### config.mk
export PLATFORM = sky130hd
export DESIGN_NAME = key_debounce_flat
export DESIGN_NICKNAME = d
export VERILOG_FILES = /design/src/rtl/key_debounce_if.sv /design/src/rtl/key_debounce.sv /design/src/flat_wrapper.sv
export SDC_FILE = /design/constraint.sdc
export NUM_CORES = 1
export LEC_CHECK = 0
export CORE_MARGIN = 8
export CORE_UTILIZATION = 44
export CTS_BUF_LIST = sky130_fd_sc_hd__clkbuf_8
export CTS_CLUSTER_SIZE = 24
export DETAILED_ROUTE_END_ITERATION = 8
export GPL_ROUTABILITY_DRIVEN = 0
export GPL_TIMING_DRIVEN = 1
export PLACE_DENSITY = 0.62
export SYNTH_ARGS = -nofsm -noshare
export SYNTH_HDL_FRONTEND = slang
export SYNTH_SLANG_ARGS = --single-unit
export TNS_END_PERCENT = 5
### constraint.sdc
create_clock -name clk -period 3.17 [get_ports clk]
set_input_delay 0.4755 -clock clk [delete_from_list [all_inputs] [get_ports clk]]
set_output_delay 0.4755 -clock clk [all_outputs]
set_load 0.03 [all_outputs]
### src/rtl/key_debounce_if.sv
// -----------------------------------------------------------------------------
// key_debounce_if
// Event channel between the key debouncer (master) and its consumer (slave).
//   evt_valid    : master -> slave, event register holds an unread event
//   evt_ready    : slave  -> master, consumer accepts the event this cycle
//   evt_code     : master -> slave, key index of the held event
//   evt_press    : master -> slave, 1 = press event, 0 = release event
//   evt_overflow : master -> slave, sticky flag, at least one event was dropped
// CODE_W must match the debouncer's code width (clog2(N_KEYS), minimum 1).
// -----------------------------------------------------------------------------
interface key_debounce_if #(
    parameter int CODE_W = 2
) ();
    logic              evt_valid;
    logic              evt_ready;
    logic [CODE_W-1:0] evt_code;
    logic              evt_press;
    logic              evt_overflow;

    modport master (
        output evt_valid,
        output evt_code,
        output evt_press,
        output evt_overflow,
        input  evt_ready
    );

    modport slave (
        input  evt_valid,
        input  evt_code,
        input  evt_press,
        input  evt_overflow,
        output evt_ready
    );
endinterface

### src/rtl/key_debounce.sv
// -----------------------------------------------------------------------------
// key_debounce
// Debounces N_KEYS active-low push buttons. Each button is synchronised, then
// sampled once per tick (TICK_DIV clk cycles); a level change is accepted after
// STABLE_CNT consecutive ticks that disagree with the current debounced level.
// Accepted changes produce one-cycle press/release strobes and are queued in a
// single-entry event register with a valid/ready handshake.
//
// Ports:
//   clk           : clock, all logic on rising edge
//   rst           : synchronous active-high reset, highest priority
//   key_n         : raw buttons, active-low, asynchronous to clk
//   key_level     : debounced level, 1 = pressed
//   press_pulse   : one-cycle strobe, aligned with key_level rising
//   release_pulse : one-cycle strobe, aligned with key_level falling
//   evt           : event channel (valid/ready/code/press/overflow), master side
// -----------------------------------------------------------------------------
module key_debounce #(
    parameter int N_KEYS     = 4,
    parameter int TICK_DIV   = 25000,
    parameter int STABLE_CNT = 20
) (
    input  logic              clk,
    input  logic              rst,
    input  logic [N_KEYS-1:0] key_n,
    output logic [N_KEYS-1:0] key_level,
    output logic [N_KEYS-1:0] press_pulse,
    output logic [N_KEYS-1:0] release_pulse,
    key_debounce_if.master    evt
);

    localparam int CODE_W = (N_KEYS > 1) ? $clog2(N_KEYS) : 1;
    localparam int TICK_W = $clog2(TICK_DIV);
    localparam int STAB_W = $clog2(STABLE_CNT + 1);

    localparam logic [TICK_W-1:0] TICK_LAST = TICK_W'(TICK_DIV - 1);
    localparam logic [STAB_W-1:0] STAB_TGT  = STAB_W'(STABLE_CNT);

    // synchroniser and sample
    logic [N_KEYS-1:0] key_meta_r;
    logic [N_KEYS-1:0] key_sync_r;
    logic [1:0]        sync_fill_r;
    logic              sync_ok_s;
    logic [N_KEYS-1:0] sample_s;

    // tick generation
    logic [TICK_W-1:0] tick_cnt_r;
    logic              tick_s;

    // per-key debounce state
    logic [STAB_W-1:0] stab_cnt_r [N_KEYS];
    logic [STAB_W-1:0] stab_inc_s [N_KEYS];
    logic [N_KEYS-1:0] differ_s;
    logic [N_KEYS-1:0] toggle_s;
    logic [N_KEYS-1:0] key_level_r;
    logic [N_KEYS-1:0] press_pulse_r;
    logic [N_KEYS-1:0] release_pulse_r;

    // event register
    logic              any_s;
    logic              multi_s;
    logic              free_s;
    logic              load_s;
    logic              drop_s;
    logic [CODE_W-1:0] sel_idx_s;
    logic              sel_press_s;
    logic              evt_valid_r;
    logic [CODE_W-1:0] evt_code_r;
    logic              evt_press_r;
    logic              evt_overflow_r;

    // Two-flop synchroniser; sync_fill_r marks when key_sync_r holds real samples
    always_ff @(posedge clk) begin
        if (rst) begin
            key_meta_r  <= {N_KEYS{1'b0}};
            key_sync_r  <= {N_KEYS{1'b0}};
            sync_fill_r <= 2'b00;
        end else begin
            key_meta_r  <= key_n;
            key_sync_r  <= key_meta_r;
            sync_fill_r <= {sync_fill_r[0], 1'b1};
        end
    end

    // The synchroniser resets to 0, which reads as "pressed" after inversion;
    // gating on sync_ok_s keeps those two reset-artefact cycles from counting
    // when TICK_DIV is small enough for a tick to land on them.
    assign sync_ok_s = sync_fill_r[1];
    assign sample_s  = ~key_sync_r;

    // Free-running sample tick divider
    always_ff @(posedge clk) begin
        if (rst) begin
            tick_cnt_r <= {TICK_W{1'b0}};
        end else if (tick_s) begin
            tick_cnt_r <= {TICK_W{1'b0}};
        end else begin
            tick_cnt_r <= tick_cnt_r + TICK_W'(1);
        end
    end

    assign tick_s = (tick_cnt_r == TICK_LAST);

    // Per-key compare and toggle decision for the current tick
    always_comb begin
        differ_s = {N_KEYS{1'b0}};
        toggle_s = {N_KEYS{1'b0}};
        for (int i = 0; i < N_KEYS; i++) begin
            stab_inc_s[i] = stab_cnt_r[i] + STAB_W'(1);
            differ_s[i]   = sync_ok_s & (sample_s[i] ^ key_level_r[i]);
            toggle_s[i]   = tick_s & differ_s[i] & (stab_inc_s[i] == STAB_TGT);
        end
    end

    // Stability counters: advance on ticks that disagree, clear on agreement or toggle
    always_ff @(posedge clk) begin
        if (rst) begin
            for (int i = 0; i < N_KEYS; i++) begin
                stab_cnt_r[i] <= {STAB_W{1'b0}};
            end
        end else if (tick_s) begin
            for (int i = 0; i < N_KEYS; i++) begin
                if (!differ_s[i] || toggle_s[i]) begin
                    stab_cnt_r[i] <= {STAB_W{1'b0}};
                end else begin
                    stab_cnt_r[i] <= stab_inc_s[i];
                end
            end
        end
    end

    // Debounced level and edge strobes; strobes line up with the new level
    always_ff @(posedge clk) begin
        if (rst) begin
            key_level_r     <= {N_KEYS{1'b0}};
            press_pulse_r   <= {N_KEYS{1'b0}};
            release_pulse_r <= {N_KEYS{1'b0}};
        end else begin
            key_level_r     <= key_level_r ^ toggle_s;
            press_pulse_r   <= toggle_s & ~key_level_r;
            release_pulse_r <= toggle_s & key_level_r;
        end
    end

    // Pick the lowest-index toggling key; scanning downward lets the lowest win
    always_comb begin
        sel_idx_s   = {CODE_W{1'b0}};
        sel_press_s = 1'b0;
        for (int i = N_KEYS - 1; i >= 0; i--) begin
            sel_idx_s   = toggle_s[i] ? CODE_W'(i) : sel_idx_s;
            sel_press_s = toggle_s[i] ? ~key_level_r[i] : sel_press_s;
        end
    end

    // Event register load / drop decisions
    always_comb begin
        any_s   = |toggle_s;
        // x & (x-1) is non-zero exactly when more than one bit is set
        multi_s = |(toggle_s & (toggle_s - N_KEYS'(1)));
        free_s  = ~evt_valid_r | evt.evt_ready;
        load_s  = any_s & free_s;
        drop_s  = any_s & (~free_s | multi_s);
    end

    // Single-entry event register with valid/ready handshake and sticky overflow
    always_ff @(posedge clk) begin
        if (rst) begin
            evt_valid_r    <= 1'b0;
            evt_code_r     <= {CODE_W{1'b0}};
            evt_press_r    <= 1'b0;
            evt_overflow_r <= 1'b0;
        end else begin
            if (load_s) begin
                evt_valid_r <= 1'b1;
                evt_code_r  <= sel_idx_s;
                evt_press_r <= sel_press_s;
            end else if (evt_valid_r && evt.evt_ready) begin
                evt_valid_r <= 1'b0;
            end
            if (drop_s) begin
                evt_overflow_r <= 1'b1;
            end
        end
    end

    assign key_level        = key_level_r;
    assign press_pulse      = press_pulse_r;
    assign release_pulse    = release_pulse_r;
    assign evt.evt_valid    = evt_valid_r;
    assign evt.evt_code     = evt_code_r;
    assign evt.evt_press    = evt_press_r;
    assign evt.evt_overflow = evt_overflow_r;

endmodule

### src/flat_wrapper.sv
// flat-port wrapper written by rule: the top's interface ports become plain ports
module key_debounce_flat 
#(
    parameter int N_KEYS     = 4,
    parameter int TICK_DIV   = 25000,
    parameter int STABLE_CNT = 20
)
  (clk, rst, key_n, key_level, press_pulse, release_pulse, evt_evt_valid, evt_evt_code, evt_evt_press, evt_evt_overflow, evt_evt_ready);
  key_debounce_if #(.CODE_W(2)) evt_i ();
  input  logic clk;
  input  logic rst;
  input  logic [N_KEYS-1:0] key_n;
  output logic [N_KEYS-1:0] key_level;
  output logic [N_KEYS-1:0] press_pulse;
  output logic [N_KEYS-1:0] release_pulse;
  output wire logic [$bits(evt_i.evt_valid)-1:0] evt_evt_valid;
  output wire logic [$bits(evt_i.evt_code)-1:0] evt_evt_code;
  output wire logic [$bits(evt_i.evt_press)-1:0] evt_evt_press;
  output wire logic [$bits(evt_i.evt_overflow)-1:0] evt_evt_overflow;
  input wire logic [$bits(evt_i.evt_ready)-1:0] evt_evt_ready;
  assign evt_evt_valid = evt_i.evt_valid;
  assign evt_evt_code = evt_i.evt_code;
  assign evt_evt_press = evt_i.evt_press;
  assign evt_evt_overflow = evt_i.evt_overflow;
  assign evt_i.evt_ready = evt_evt_ready;
  key_debounce #(.N_KEYS(N_KEYS), .TICK_DIV(TICK_DIV), .STABLE_CNT(STABLE_CNT)) u_core (.clk(clk), .rst(rst), .key_n(key_n), .key_level(key_level), .press_pulse(press_pulse), .release_pulse(release_pulse), .evt(evt_i));
endmodule
== After elaboration in Yosys (flattened, before gate mapping) ==
Memories as Yosys holds them, arrays and structs flattened.
Cells that the tools add are included.
Operators by class
  $add $sub $neg: 6
  eq/ne operators: 5
  bitwise logic cells: 40
  muxes and demuxes: 53
  reduce and logical (&&, ||, !) cells: 13
Operator list (count)
  1-bit 2-to-1 mux: 41
  5-bit 2-to-1 mux: 8
  5-bit by 1-bit adder with 5-bit output, second input constant: 4
  5-bit == test, second input constant: 4
  15-bit by 1-bit adder with 15-bit output, second input constant: 1
  15-bit == test, second input constant: 1
  1-bit bitwise AND: 14
  4-bit bitwise AND: 3
  1-bit bitwise OR: 10
  2-bit 2-to-1 mux: 4
  4-bit inverter: 2
  4-bit OR reduction: 2
  1-bit inverter: 6
  1-bit zero test: 4
  1-bit logical OR: 4
  4-bit by 1-bit subtractor with 4-bit output, second input constant: 1
  1-bit XOR: 4
  4-bit XOR: 1
  2-bit nonzero test: 1
  2-bit OR reduction: 1
  1-bit logical AND: 1
Word-level totals
  output and inout port bits: 17
  bits in writable memories: 20
  register bits after elaboration: 42
  input bits: 7
  memories: 1
  logic and storage cells: 130
Memory list
  u_core.stab_cnt_r: depth 4, width 5, rd ports 4, clocked after Yosys merged registers in 0, write ports 4, RTL line key_debounce.sv:51  | logic [STAB_W-1:0] stab_cnt_r [N_KEYS];

== Depth between registers and ports, before layout ==
  depth after elaboration: 12
  gate-level depth with buffers: 11

== Least setup slack after synthesis ==
Ideal clock, no wire load.
  kind: reg2reg
  start point: mem u_core.stab_cnt_r[3][0] (netlist name)
  end point: reg u_core.evt_press_r, in the netlist u_core.evt.evt_press
  cell stages (with the launch flop): 12
  slack: 1.038 ns
  period minus slack after synthesis: 2.132 ns
  data arrival time: 2.063 ns
  buffers on the path: 0
  cell sequence: edfxtp_1 ha_1 xor2_1 o211ai_1 or2_2 nor2_1 ha_1 a21oi_1 a31oi_1 o211ai_1 o311a_1 o21ai_1
RTL lines
  from (decl): RTL line key_debounce.sv:51
  to (signal assigned): RTL line key_debounce.sv:176  | evt_press_r <= sel_press_s;
  to (decl): RTL line key_debounce.sv:69  | logic evt_press_r;

== Final worst setup path ==
  start point: reg u_core.tick_cnt_r[11]
  end point: reg u_core.evt_press_r, in the netlist u_core.evt.evt_press
On the way
  cells in the longest elaborated chain, start to end: 7
Ends and longest elaborated chain
  from (decl): RTL line key_debounce.sv:47  | logic [TICK_W-1:0] tick_cnt_r;
  from (signal assigned): RTL line key_debounce.sv:94  | tick_cnt_r <= {TICK_W{1'b0}};
  from (signal assigned): RTL line key_debounce.sv:96  | tick_cnt_r <= {TICK_W{1'b0}};
  from (signal assigned): RTL line key_debounce.sv:98  | tick_cnt_r <= tick_cnt_r + TICK_W'(1);
  15-bit == test (*): RTL line key_debounce.sv:102  | assign tick_s = (tick_cnt_r == TICK_LAST);
  1-bit bitwise AND (2 in series): RTL line key_debounce.sv:111  | toggle_s[i] = tick_s & differ_s[i] & (stab_inc_s[i] == STAB_TGT);
  1-bit 2-to-1 mux (4 in series): RTL line key_debounce.sv:151  | sel_press_s = toggle_s[i] ? ~key_level_r[i] : sel_press_s;
Every way passes the cells marked *; elsewhere a longest branch is shown, timed or not.
A chain may end at the register's enable or synchronous reset.

==> flow_metrics.py <==
metrics = {
    "pwr": {
        "ir_drop_mv": 0.344,
        "powerDensity_nw_per_um2": 489,
        "p_total_mw": 1.62,
        "p_leak_nw": 1.26,
    },
    "die": {
        "ios": 24,
        "core_um2": 6240,
        "dieWidth_um": 95.7,
        "die_y_um": 95.7,
        "design.die.area_um2": 9160,
        "row_count": 29,
        "initial_utilization_pct": 44.8,
    },
    "drt": {
        "vias_per_cell": 4.87,
        "finalWirelength_um": 4820,
        "antenna_left": 0,
        "firstDrtPassIters": 4,
        "drt-initial-drc-count": 91,
        "drc": 0,
        "wl_per_cell_um": 12.4,
        "vias": 1888,
    },
    "clock_network": {
        "insertion_delay_ns": 0.34,
        "tritoncts": "built",
        "postCtsHoldBufs": 0,
        "clk_pin_slew_ns": 0.07,
        "cts_made_buffers": 9,
        "root_buffer": "clkbuf_8",
        "h-tree-depth": 3,
        "post_cts_buffers": 0,
        "cts_sinks": 62,
        "ctsLongestPathBuffers": 2,
        "post_cts_resized": 0,
    },
    "worst_hold_path": {
        "hold_class": "flop to flop",
        "hold_depth": 1,
    },
    "job": {
        "drv_cap": 0,
    },
    "worst_setup_path": {
        "crit_fanout": 7,
        "required_ns": 3.44,
        "start_kind": "flop",
        "cp.arrival_ns": 2.80,
        "slowest_delay_ns": 0.61,
        "reg2reg_depth": 10,
        "crit_slowest_cell": "or3_1",
        "worstSetupEndpointType": "flop",
        "path_class": "flop to flop",
        "path_cells": "nor4_2 > nand4_1 > or3_1 > nor2_1 > ha_1 > a21oi_1 > a31oi_1 > o211ai_1 > o311a_1 > o21ai_1",
    },
    "sta": {
        "setup_viol": 0,
        "max_freq_mhz": 395,
        "fin_setup_tns_ns": 0,
        "period_share_pct": 80.0,
        "rsz0062_at_grt": "false",
        "hold_viol": 0,
        "min_period_ns": 2.53,
        "slew_violations": 0,
        "tightest_slew_ns": 0.498,
        "clock-skew-final_ns": 0.0109,
        "maxSlewHeadroom_pct": 66.6,
        "finalWorstSetupSlack_ns": 0.635,
    },
    "cells_and_area": {
        "diodes": 0,
        "syn2layout_area_growth_pct": 18.8,
        "drive_gt1_share_pct": 9.00,
        "final_core_util_pct": 53.2,
        "final_nets": 330,
        "final_cell_area_um2": 3320,
    },
    "global_route": {
        "grt_max_degree": 35,
        "grt_remaining_overflow": 0,
        "grt_pass1_wl_um": 8320,
        "gr-usage-all-layers_pct": 11.9,
        "grt_pass1_vias": 1836,
        "antenna_found_initial": 0,
    },
    "placed_design": {
        "dp_slack_ns": 0.643,
        "io_buffer_count": 23,
        "placed_area_um2": 3120,
        "dp_hpwl_um": 3440,
    },
    "synthesis": {
        "yosys_register_bits": 62,
        "synth_flop_cell": "dfxtp_1",
        "async_flop_share_pct": 0,
        "yosysWarningCount": 0,
        "yosysTopAreaCell": "dfxtp_1",
        "synthTopCellsByArea": "dfxtp_1 30%, edfxtp_1 21%, ha_1 7.6%",
        "syn_inst": 275,
        "synth_top_area_share_pct": 30.1,
        "synth_seq_area_share_pct": 51.6,
        "syn-cell-area_um2": 2800,
        "ys_types": 44,
        "avgSynthCellArea_um2": 10.2,
        "synth_edf_count": 20,
        "synth_nets": 299,
    },
    "outcome": {
        "status": "finished clean",
    },
}
[through the flow]
| stage | hold slack (ns) | std cells |
|---|---|---|
| 6_report | 0.439 | 388 |
| 5_1_grt | 0.464 | 388 |
| 4_1_cts | 0.443 | 388 |
| 3_5_place_dp | 0.426 | 372 |
| 3_3_place_gp | 0.418 | 372 |
| 2_1_floorplan | 0.414 | 275 |
[sequential cells by signal (all words and copies together) (netlist names)]
register / count
u_core.key_meta_r: 4
u_core.tick_cnt_r: 15
u_core.sync_fill_r: 2
u_core.press_pulse: 4
u_core.stab_cnt_r: 20
u_core.evt.evt_code: 2
u_core.evt.evt_overflow: 1
u_core.key_level: 4
u_core.key_sync_r: 4
u_core.evt.evt_press: 1
u_core.evt.evt_valid: 1
u_core.release_pulse: 4
[cell families after synthesis]
| kind of cell | after synthesis | share of synthesized area (%) |
|---|---|---|
| buffers and inverters | 19 | 2.86 |
| AOI/OAI and AO/OA | 21 | 5.37 |
| and+or+nand+nor | 128 | 23.8 |
| adders and majority gates | 17 | 7.61 |
| muxes | 1 | 0.358 |
| DFF | 62 | 51.6 |
| xor gates and xnor gates | 27 | 8.46 |
[cell usage after synthesis (5+ instances only)]
master	count
nand4_1	5
ha_1	17
inv_1	14
nand2_1	18
xor2_1	16
nor2_1	51
xnor2_1	11
nor2b_1	19
dfxtp_1	42
edfxtp_1	20
nand3_1	15
[cell type report]
| type | count | area [um2] |
|---|---|---|
| inverter | 14 | 52.6 |
| clock buffer | 10 | 138 |
| fill | 585 | 2920 |
| sequential | 62 | 1440 |
| clock inverter | 6 | 61.3 |
| timing repair buffer | 25 | 245 |
| tap | 77 | 96.3 |
| multi-input combinational | 194 | 1290 |
[power breakdown]
group	internal (mW)	total (mW)	switching (mW)
clock network	0.382	0.692	0.310
registers	0.841	0.858	0.0174
logic	0.0323	0.0728	0.0405
total	1.25	1.62	0.368
[cell usage in the layout, fill, tap and decap left out, types with 2 or more instances in the layout]
cell type / Yosys / final
nand2_1: 18 / 18
or2_2: 2 / 2
o211ai_1: 2 / 2
a31oi_1: 3 / 3
and2_1: 2 / 2
clkbuf_8: 0 / 10
nand3_1: 15 / 15
buf_4: 0 / 2
inv_1: 14 / 15
nor2_1: 51 / 51
clkdlybuf4s50_1: 0 / 23
a21oi_1: 3 / 3
ha_1: 17 / 17
o21ai_0: 2 / 2
xnor2_1: 11 / 11
nor3_1: 3 / 3
nand4_1: 5 / 5
nor2b_1: 19 / 19
edfxtp_1: 20 / 20
and4_1: 2 / 2
xor2_1: 16 / 16
dfxtp_1: 42 / 42
[path summary, 6_finish.rpt]
check,startpoint,endpoint,slack [ns]
max,u_core.tick_cnt_r[11]$_SDFF_PP0_,u_core.evt.evt_press$_SDFFE_PP0P_,0.64
min,u_core.key_meta_r[3]$_SDFF_PP0_,u_core.key_sync_r[3]$_SDFF_PP0_,0.44
max reg2reg,u_core.tick_cnt_r[11]$_SDFF_PP0_,u_core.evt.evt_press$_SDFFE_PP0P_,0.64
min reg2reg,u_core.key_meta_r[3]$_SDFF_PP0_,u_core.key_sync_r[3]$_SDFF_PP0_,0.44
[worst max-delay path: cells and delay by family (launching register included)]
family	cells	cell delay, ns
flops	1	0.35
compound gates	5	0.56
simple gates	4	1.34
fa+ha+maj	1	0.20
[routing by layer]
metal | wire length [um] | part of all wire, % | vias up | track usage, %
li1 | - | - | 992 | -
met1 | 2290 | 47 | 848 | 14.2
met2 | 2130 | 44 | 35 | 18.1
met3 | 292 | 6.1 | 13 | 3.82
met4 | 106 | 2.2 | 0 | 7.68
met5 | 0 | 0 | - | 0
Note: power is estimated with default switching activity, not from simulation.
